==> src/rtl/reg_dump_ctrl_pkg.sv <==
`default_nettype none
// ============================================================================
//  Module   : reg_dump_ctrl_pkg
//  Purpose  : Shared widths and state encoding for the register-dump
//             controller.
//  Contents : REG_ADDR_BUS / DATA_BUS bus widths and the 3-bit FSM state type.
//  Revision : 1.0 - initial release
// ============================================================================
package reg_dump_ctrl_pkg;

  localparam int REG_ADDR_BUS = 5;
  localparam int DATA_BUS     = 32;

  typedef enum logic [2:0] {
    S_IDLE = 3'd0,
    S_REQ  = 3'd1,
    S_READ = 3'd2,
    S_SEND = 3'd3,
    S_DONE = 3'd4
  } state_t;

endpackage
`default_nettype wire

==> src/rtl/reg_dump_ctrl.sv <==
`default_nettype none
// ============================================================================
//  Module   : reg_dump_ctrl
//  Purpose  : Debug reader for the register file. On start it requests a
//             pipeline stall, then sweeps register addresses through one
//             read channel and streams each value out on a valid/ready port.
//  Ports    : clk, rst          - clock, synchronous active-high reset
//             start             - one-cycle dump request (accepted in idle)
//             busy, done        - sweep in progress / one-cycle completion
//             stall_req/ack     - pipeline freeze handshake
//             read_en/addr/data - register-file read channel (comb. data)
//             out_valid/ready   - output handshake
//             out_data/addr/last- registered word, its address, final flag
//  Revision : 1.0 - initial release
// ============================================================================
module reg_dump_ctrl
  import reg_dump_ctrl_pkg::*;
#(
  parameter int ADDR_WIDTH = REG_ADDR_BUS,
  parameter int DATA_WIDTH = DATA_BUS,
  parameter int NUM_REGS   = 32,
  parameter int SKIP_ZERO  = 0
) (
  input  logic                  clk,
  input  logic                  rst,
  input  logic                  start,
  output logic                  busy,
  output logic                  done,
  output logic                  stall_req,
  input  logic                  stall_ack,
  output logic                  read_en,
  output logic [ADDR_WIDTH-1:0] read_addr,
  input  logic [DATA_WIDTH-1:0] read_data,
  output logic                  out_valid,
  input  logic                  out_ready,
  output logic [DATA_WIDTH-1:0] out_data,
  output logic [ADDR_WIDTH-1:0] out_addr,
  output logic                  out_last
);

  // One extra counter bit so the increment past the last register never
  // wraps back onto a valid address.
  localparam int CNT_W = ADDR_WIDTH + 1;
  localparam logic [CNT_W-1:0] FIRST = (SKIP_ZERO != 0) ? CNT_W'(1) : CNT_W'(0);
  localparam logic [CNT_W-1:0] LAST  = CNT_W'(NUM_REGS - 1);

  state_t                state_q,     state_d;
  logic [CNT_W-1:0]      cnt_q,       cnt_d;
  logic [ADDR_WIDTH-1:0] last_addr_q, last_addr_d;
  logic                  busy_q,      busy_d;
  logic                  done_q,      done_d;
  logic                  stall_req_q, stall_req_d;
  logic                  out_valid_q, out_valid_d;
  logic                  out_last_q,  out_last_d;
  logic [DATA_WIDTH-1:0] out_data_q,  out_data_d;
  logic [ADDR_WIDTH-1:0] out_addr_q,  out_addr_d;
  logic                  accept;

  assign accept = out_valid_q && out_ready;

  always_comb begin
    state_d     = state_q;
    cnt_d       = cnt_q;
    last_addr_d = last_addr_q;
    out_valid_d = out_valid_q;
    out_last_d  = out_last_q;
    out_data_d  = out_data_q;
    out_addr_d  = out_addr_q;
    read_en     = 1'b0;

    unique case (state_q)
      S_IDLE: begin
        if (start) begin
          state_d = S_REQ;
          cnt_d   = FIRST;
        end
      end
      S_REQ: begin
        if (stall_ack) state_d = S_READ;
      end
      S_READ: begin
        read_en = 1'b1;
        state_d = S_SEND;
      end
      S_SEND: begin
        if (accept) begin
          if (out_last_q) begin
            out_valid_d = 1'b0;
            out_last_d  = 1'b0;
            state_d     = S_DONE;
          end else begin
            // Refill the output register in the same cycle it drains.
            read_en = 1'b1;
          end
        end
      end
      S_DONE: begin
        state_d = S_IDLE;
      end
      default: begin
        state_d = S_IDLE;
      end
    endcase

    // Read data is combinational, so the word is captured in the cycle
    // the address is presented.
    if (read_en) begin
      out_data_d  = read_data;
      out_addr_d  = cnt_q[ADDR_WIDTH-1:0];
      out_valid_d = 1'b1;
      out_last_d  = (cnt_q == LAST);
      last_addr_d = cnt_q[ADDR_WIDTH-1:0];
      cnt_d       = cnt_q + CNT_W'(1);
    end

    busy_d      = (state_d == S_REQ) || (state_d == S_READ) || (state_d == S_SEND);
    stall_req_d = busy_d;
    done_d      = (state_d == S_DONE);
  end

  always_ff @(posedge clk) begin
    if (rst) begin
      state_q     <= S_IDLE;
      cnt_q       <= '0;
      last_addr_q <= '0;
      busy_q      <= 1'b0;
      done_q      <= 1'b0;
      stall_req_q <= 1'b0;
      out_valid_q <= 1'b0;
      out_last_q  <= 1'b0;
      out_data_q  <= '0;
      out_addr_q  <= '0;
    end else begin
      state_q     <= state_d;
      cnt_q       <= cnt_d;
      last_addr_q <= last_addr_d;
      busy_q      <= busy_d;
      done_q      <= done_d;
      stall_req_q <= stall_req_d;
      out_valid_q <= out_valid_d;
      out_last_q  <= out_last_d;
      out_data_q  <= out_data_d;
      out_addr_q  <= out_addr_d;
    end
  end

  // Outside read cycles the address bus holds the last address issued.
  assign read_addr = read_en ? cnt_q[ADDR_WIDTH-1:0] : last_addr_q;
  assign busy      = busy_q;
  assign done      = done_q;
  assign stall_req = stall_req_q;
  assign out_valid = out_valid_q;
  assign out_last  = out_last_q;
  assign out_data  = out_data_q;
  assign out_addr  = out_addr_q;

endmodule
`default_nettype wire
==> config.mk <==
export PLATFORM = sky130hd
export DESIGN_NAME = reg_dump_ctrl
export DESIGN_NICKNAME = d
export VERILOG_FILES = /design/src/rtl/reg_dump_ctrl_pkg.sv /design/src/rtl/reg_dump_ctrl.sv
export SDC_FILE = /design/constraint.sdc
export NUM_CORES = 1
export LEC_CHECK = 0
export ABC_AREA = 1
export BUFFER_PORTS_ARGS = -buffer_cell sky130_fd_sc_hd__clkbuf_2
export CORE_MARGIN = 2
export CORE_UTILIZATION = 44
export CTS_BUF_LIST = sky130_fd_sc_hd__clkbuf_4 sky130_fd_sc_hd__clkbuf_8
export DETAILED_ROUTE_END_ITERATION = 6
export GPL_ROUTABILITY_DRIVEN = 0
export HOLD_SLACK_MARGIN = 0.05
export PLACE_DENSITY = 0.83
export SYNTH_ARGS = -nofsm -noshare
export SYNTH_HDL_FRONTEND = slang
export SYNTH_SLANG_ARGS = --single-unit
==> constraint.sdc <==
create_clock -name clk -period 2.2 [get_ports clk]
set_input_delay 0.11 -clock clk [delete_from_list [all_inputs] [get_ports clk]]
set_output_delay 0.11 -clock clk [all_outputs]
set_load 0.005 [all_outputs]
# After elaboration in Yosys (flattened, before gate mapping)
# Index checks and enable logic that the tools add are counted.
dict set report classes {
  n_addsub 1
  n_eq_ne 8
  muxes 19
  reduce_logical 12
}
# operator n
set ops {}
lappend ops {{6-bit 2-to-1 mux} 3}
lappend ops {{3-bit by 2-bit == test with 1-bit output (second input constant)} 4}
lappend ops {{3-bit 2-to-1 mux} 4}
lappend ops {{3-bit case mux with 4 select lines} 1}
lappend ops {{2-bit nonzero test} 5}
lappend ops {{1-bit 2-to-1 mux} 9}
lappend ops {{6-bit by 1-bit adder with 6-bit output (second input constant)} 1}
lappend ops {{3-bit by 1-bit == test with 1-bit output (second input constant)} 2}
lappend ops {{6-bit by 5-bit == test with 1-bit output (second input constant)} 1}
lappend ops {{5-bit 2-to-1 mux} 1}
lappend ops {{2-bit AND reduction} 2}
lappend ops {{3-bit == test (second input constant)} 1}
lappend ops {{3-bit logical NOT} 1}
lappend ops {{3-bit AND reduction} 1}
lappend ops {{1-bit logical OR} 2}
lappend ops {{1-bit case mux with 2 select lines} 1}
lappend ops {{1-bit logical AND} 1}
dict set report word_totals {
  regBits 55
  inputBits 37
  out_inout_bits 48
  elab_cells 49
}

# Logic depth before layout (Yosys ltp)
# Gate-level depths: netlist (run 1).
dict set report depth {
  word_depth 6
  mapped_depth 9
  mapped_depth_nobuf 7
}

# Worst setup path before layout (run 1)
# OpenSTA, ideal clock, no wires.
dict set report synth_timing {
  path_type {register to register}
  start {register state_q[0]}
  end {register out_data_q[4] (netlist: out_data[4])}
  setup_ps 116
  arrival_time_ps 1154
  required_ps 2084
  setup_slack_ps 931
  stages_incl_launch_ff 10
  n_path_buf 2
  period_less_slack_ps 1269
  path_cell_list {dfxtp_1 -> nand2_2 -> nor2_4 -> nand2_4 -> nand2_4 -> buf_12 -> inv_6 -> buf_6 -> nor2_1 -> nor2_1}
}
dict set report synth_between {
  elab_chain_len 2
  word_cells_on_any_way 3
  cone_classes {eq/ne (2); mux (1)}
}
# item line_no
set synth_lines {}
lappend synth_lines {{from (decl)} reg_dump_ctrl.sv:47} ;# state_t state_q, state_d;
lappend synth_lines {{from (signal assigned)} reg_dump_ctrl.sv:134} ;# state_q <= state_d;
lappend synth_lines {{3-bit by 2-bit == test with 1-bit output} reg_dump_ctrl.sv:71} ;# unique case (state_q)
lappend synth_lines {{1-bit case mux with 2 select lines *} reg_dump_ctrl.sv:71}
lappend synth_lines {{to (signal assigned)} reg_dump_ctrl.sv:142} ;# out_data_q <= out_data_d;
lappend synth_lines {{to (decl)} reg_dump_ctrl.sv:55} ;# logic [DATA_WIDTH-1:0] out_data_q, out_data_d;
# Every way passes the cells marked *; elsewhere a longest branch is shown, timed or not.
# A chain may end at the register's enable or synchronous reset.

# Worst setup path in the final report (run 1)
dict set report layout_timing {
  start {register state_q[0]}
  end {output read_addr[1]}
}
dict set report layout_between {
  elab_chain_len 3
  word_cells_on_any_way 4
  cone_classes {eq/ne (2); mux (2)}
}
# item line_no
set layout_lines {}
lappend layout_lines {{3-bit by 2-bit == test with 1-bit output} reg_dump_ctrl.sv:71}
lappend layout_lines {{1-bit case mux with 2 select lines *} reg_dump_ctrl.sv:71}
lappend layout_lines {{5-bit 2-to-1 mux *} -}
lappend layout_lines {{to (decl)} reg_dump_ctrl.sv:32} ;# output logic [ADDR_WIDTH-1:0] read_addr,
# Marked as above.

==> results of run 1 <==
cell usage in the layout, fill, tap and decap left out, types with 2 or more instances in the layout:
master,n
buf_4,3
o21ai_1,4
nand2_1,28
clkbuf_8,5
o21ai_0,32
nor2_1,73
dfxtp_1,55
clkbuf_4,2
nand2_4,3
dlygate4sd3_1,31
nand2_2,8
nand3_1,9
inv_1,11
a21oi_2,4
clkbuf_2,84
nand4_1,9
a21oi_1,12
logic make-up after synthesis:
kind of cell	share of synthesized area
buf+inv	0.0903
fa+ha+maj	0.00572
simple gates	0.271
compound gates	0.130
flops	0.503
power groups by stage:
stage | combinational, mW | sequential [mW] | clock, mW
2_1_floorplan | 0.146 | 1.11 | 0
4_1_cts | 0.278 | 1.08 | 0.571
6_report | 0.281 | 1.08 | 0.543
5_1_grt | 0.313 | 1.09 | 0.614
3_5_place_dp | 0.235 | 1.10 | 0
3_3_place_gp | 0.228 | 1.10 | 0
critical path: stages, from the launching register on:
cell and delay, ps:
dfxtp_1 480, nand2_2 110, nor2_4 110, nand2_4 90, nand2_4 280, inv_6 190, nand2_2 110, nand2_1 50
clkbuf_2 110
flip-flops by register name (all words and copies together) (netlist names):
name         flops
out_data        32
cnt_q            6
last_addr_q      5
out_addr         5
state_q          3
done             1
out_last         1
out_valid        1
stall_req        1
through the flow:
| stage | hold slack [ps] | instance area (um^2) |
|---|---|---|
| after global routing | 86.1 | 2970 |
| final | 61.5 | 2970 |
| after CTS | 53.4 | 2970 |
| after floorplan | 245 | 2190 |
| after detailed placement | 338 | 2570 |
| after global placement | 331 | 2570 |
metal layers:
metal | vias to the layer above | global-route usage
li1 | 1092 | -
met1 | 1008 | 0.246
met2 | 92 | 0.380
met3 | 9 | 0.0569
met4 | 0 | 0.0615
met5 | - | 0
cell type report:
class | instances | area, um^2
fillers | 424 | 1780
clock inverters | 1 | 5.00
clock buffers | 7 | 83.8
multi-input cells | 188 | 890
inverters | 13 | 53.8
well taps | 67 | 83.8
flip-flops and latches | 55 | 1100
repair buffers | 118 | 753
worst max-delay path by stage:
stage / slack [ps] / startpoint / to
4_1_cts: 230 / state_q[0] / read_addr[1]
3_3_place_gp: 670 / state_q[0] / read_addr[2]
2_1_floorplan: 930 / state_q[0] / out_data[4]
3_5_place_dp: 570 / state_q[0] / read_addr[1]
6_report: 260 / state_q[0] / read_addr[1]
5_1_grt: 120 / state_q[0] / read_addr[1]
repair_timing:
item	in CTS	in global routing
hold buffers	31	0
gates resized for setup	0	0
buffers inserted	0	0
hold endpoints to repair	31	0
==> metrics.txt, run 1 <==
largest net degree at the start of global routing approximately 40; Period minus WS final 1940 ps; worst reg2reg setup slack approximately 570 ps; Initial DRC Count 80; Logic pwr share 0.147; Root Driver clkbuf_8; CP arrival between 1500 and 2000 ps; Tot Pwr about 1.9 mW; Placement Setup Slack between 500 and 600 ps; met3 wire length between 300 and 400 um; Reg-to-Reg Start state_q[0]; # diodes 0; Top Ports 85; final setup vio count 0; Slew Limit Headroom 0.745; Net Sw Power roughly 0.48 mW; Hold WC Path Type input pin to register; DR vias ~2.2k; Residual DRC 0; cell count after synthesis approximately 270; Worst Tran Pin Value ~380 ps; Post-Route WL 5580 um; register share of total power 0.568; worst-path fanout max 40; RSZ-0062 raised after global routing false; fin cells 449; wl on met1 about 2300 um; FMAX ~510 MHz; Cell Int Power between 1 and 1.5 mW; ratio of cells with drive above 1 in the final layout 0.304; Pwr Density ~640 nW/um^2; dominant cells by area after synthesis dfxtp_1 50%, nor2_1 13%, o21ai_0 7.3%; die height 74.5 um; detailed-router iteration count before antenna repair 5; startpoint class of the critical path register; setup ws final 258 ps; most numerous cell in the Yosys netlist nor2_1; Total Negative Setup Slacks 0 ps; Slew Viols, Final 0; Synth cell types 27; switch share 0.249; mean routed wirelength per cell 12.4 um; area grow syn2layout 35.7%; Lkg Pwr 1.46 nW; critical path type register to primary output; Die Span X approximately 75 um; Post-Synthesis Cell Area 2190 um^2; Max clock buf depth 2; Hold Path End out_data[15]; Hold Path Depth 3; Starting Density 0.460; status finished clean; clock network fraction of design power 0.285; Worst Reg-to-Reg Cells 7; syn_nets just over 300; TritonCTS clock tree done; Final Hold Viols 0; clock sink count 55; sequential element share of the synthesized area 0.503; Hold Startpoint read_data[15]; Total GRT Usage 0.211; Max Cap Viol 0; Setup crit end kind primary output; Num CTS Buffers 5; Yosys top cell area share 0.503; Synth Warn # 0; final net count ~420; worst vdd ir 0.482 mV; antenna viol nets, final 0; core area approximately 4800 um^2; FFs w/ async S/R, synth 0; Rows 25; ys flop type dfxtp_1; initial antenna violation count 0; Worst-path clk slew 90 ps; HPWL Detailed 3480 um; leading area contributor after synthesis dfxtp_1; final period utilization 0.883; worst-skew pair later-pin latency ~300 ps; syn_area_per_cell 8.02 um^2; Overflow after GRT 0; WL met2 between 2000 and 3000 um; vias per cell slightly below 5; fin util 0.625; Fin Clk Skew approximately 4.5 ps; #FFs+latches synth 55; DP Cell Count just over 400; reg-to-reg critical path endpoint out_data[7]; global-route wire length before repair 9140 um; highest metal used met4; Post-synth top cells 73 x nor2_1, 55 x dfxtp_1, 32 x o21ai_0; Worst EP required roughly 2100 ps; number of global-route vias before repair about 2k; Post-synth EDFFs 0; htree depth 2; die footprint roughly 5600 um^2; IO Port Bufs 84
(Power assumes the default switching activity.)
==> run 2, diff against run 1 <==
GPL_ROUTABILITY_DRIVEN = unset   (was 0)
HOLD_SLACK_MARGIN = 0.12   (was 0.05)
==> metrics.txt, run 2 (same netlist as run 1, synthesis figures left out) <==
status finished clean; Initial DRC Count 89 (+11%); final period utilization 0.883 (about the same); Hold Slack 151 ps (+89.6 ps); Worst Tran Pin Value 383 ps (+0.707 ps); IO Port Bufs 84 (unchanged); register share of total power 0.567 (about the same); largest net degree at the start of global routing 41 (unchanged); ratio of cells with drive above 1 in the final layout 0.303 (-0.000793); worst-path fanout max 40 (unchanged); Net Sw Power 0.478 mW (+0.48%); HPWL Detailed 3480 um (unchanged); htree depth 2 (unchanged); max FFs per register 32 (unchanged); commonest non-fill, non-tap cell in the layout clkbuf_2; RSZ-0062 raised after global routing false; Setup crit end kind primary output; die footprint 5550 um^2 (unchanged); Hold Path End stall_req; Residual DRC 0 (unchanged); Max clock buf depth 2 (unchanged); Reg-to-Reg Start state_q[0]; Period minus WS final 1940 ps (-0.406 ps); Hold Startpoint stall_ack; Total Negative Setup Slacks 0 ps (unchanged); Top Ports 85 (unchanged); detailed-router iteration count before antenna repair 4 (-1); number of global-route vias before repair 2045 (+1.3%); # resized after CTS 0 (unchanged); CP arrival 1830 ps (about the same); mean routed wirelength per cell 12.4 um (-0.38%); Hold WC Path Type input pin to register; switch share 0.250 (+0.000729); most frequent cells in the layout 84 x clkbuf_2, 73 x nor2_1, 55 x dfxtp_1; Die Span X 74.5 um (unchanged); # diodes 0 (unchanged); worst reg2reg setup slack 560 ps (about the same); global-route wire length before repair 9160 um (+0.31%); Overflow after GRT 0 (unchanged); Fin Clk Skew 4.31 ps (-0.146 ps); clock network fraction of design power 0.285 (about the same); vias per cell 4.83 (-1.5%); antenna viol nets, final 0 (unchanged); Cell Int Power 1.43 mW (about the same); Max Cap Viol 0 (unchanged); Worst Reg-to-Reg Cells 7 (unchanged); RD Place Congestion ~0.86; Root Driver clkbuf_8; Hold Path Depth 4 (+1); final net count 420 (+0.24%); Post-CTS Setup Bufs 0 (unchanged); Slew Viols, Final 0 (unchanged); area grow syn2layout 36.2%; Pwr Density 641 nW/um^2 (-0.15%); Final Hold Viols 0 (unchanged); worst vdd ir 0.479 mV (-0.61%); hold buffers post-CTS 32 (+3.2%); clock sink count 55 (unchanged); TritonCTS clock tree done; launch point of the critical path state_q[0]; FMAX 515 MHz (about the same); Slew Limit Headroom 0.744 (about the same); initial antenna violation count 0 (unchanged); Num CTS Buffers 5 (unchanged); Starting Density 0.460 (unchanged); Worst EP required 2090 ps (about the same); Logic pwr share 0.148 (about the same); Rows 25 (unchanged); startpoint class of the critical path register; Lkg Pwr 1.46 nW (+0.29%); final setup vio count 0 (unchanged); reg-to-reg critical path endpoint out_data[21]; die height 74.5 um (unchanged); Post-Route WL 5570 um (-0.16%); worst-skew pair later-pin latency 300 ps (about the same); Total GRT Usage 0.212 (+0.000400); critical path type register to primary output; core area 4750 um^2 (unchanged); DR vias 2172 (-1.3%); Worst-path clk slew 90 ps (about the same)
-- run 2: cell count changes in the layout (fill, tap and decap cells not counted) --
| cell | delta |
|---|---|
| dlygate4sd3_1 | +1 |
-- run 2: per-layer routing --
metal	global-route usage	wire length, um	share of wire	vias to the layer above
li1	-	-	-	1096
met1	0.250	2300	0.41	989
met2	0.378	2870	0.51	78
met3	0.0556	346	0.062	9
met4	0.0615	60	0.011	0
met5	0	0	0	-
-- run 2: metrics by stage --
stage	setup slack [ps]	power (mW)	cell area, um^2	util	cells
floorplan	931	1.25	2190	-	273
global placement	672	1.33	2570	0.541	410
detailed placement	574	1.34	2570	0.541	410
CTS	233	1.93	2980	0.627	450
global route	119	2.02	2980	0.627	450
finish	258	1.91	2980	0.627	450
-- run 2: layout make-up --
class	instances	area [um^2]
Tap cell	67	83.8
Clock inverter	1	5.00
Timing Repair Buffer	119	763
Multi-Input combinational cell	188	890
Sequential cell	55	1100
Fill cell	422	1770
Clock buffer	7	83.8
Inverter	13	53.8
-- run 2: critical path, stage by stage, from the launching register on --
cell and delay [ps]:
dfxtp_1 490, nand2_2 110, nor2_4 110, nand2_4 90, nand2_4 280, inv_6 190, nand2_2 110, nand2_1 50
clkbuf_2 110
-- run 2: how the worst max path moves through the flow --
| stage | slack (ps) | end | cells after the start |
|---|---|---|---|
| 2_1_floorplan | 930 | out_data[4] | 9 |
| 3_3_place_gp | 670 | read_addr[2] | 8 |
| 3_5_place_dp | 570 | read_addr[1] | 8 |
| 4_1_cts | 230 | read_addr[1] | 8 |
| 5_1_grt | 120 | read_addr[1] | 8 |
| 6_report | 260 | read_addr[1] | 8 |
-- run 2: power by group through the flow --
stage / combinational, mW / clock [mW] / sequential [mW]
after detailed placement: 0.235 / 0 / 1.10
final: 0.283 / 0.545 / 1.08
after global routing: 0.314 / 0.613 / 1.09
after global placement: 0.228 / 0 / 1.10
after floorplan: 0.146 / 0 / 1.11
after CTS: 0.280 / 0.571 / 1.08
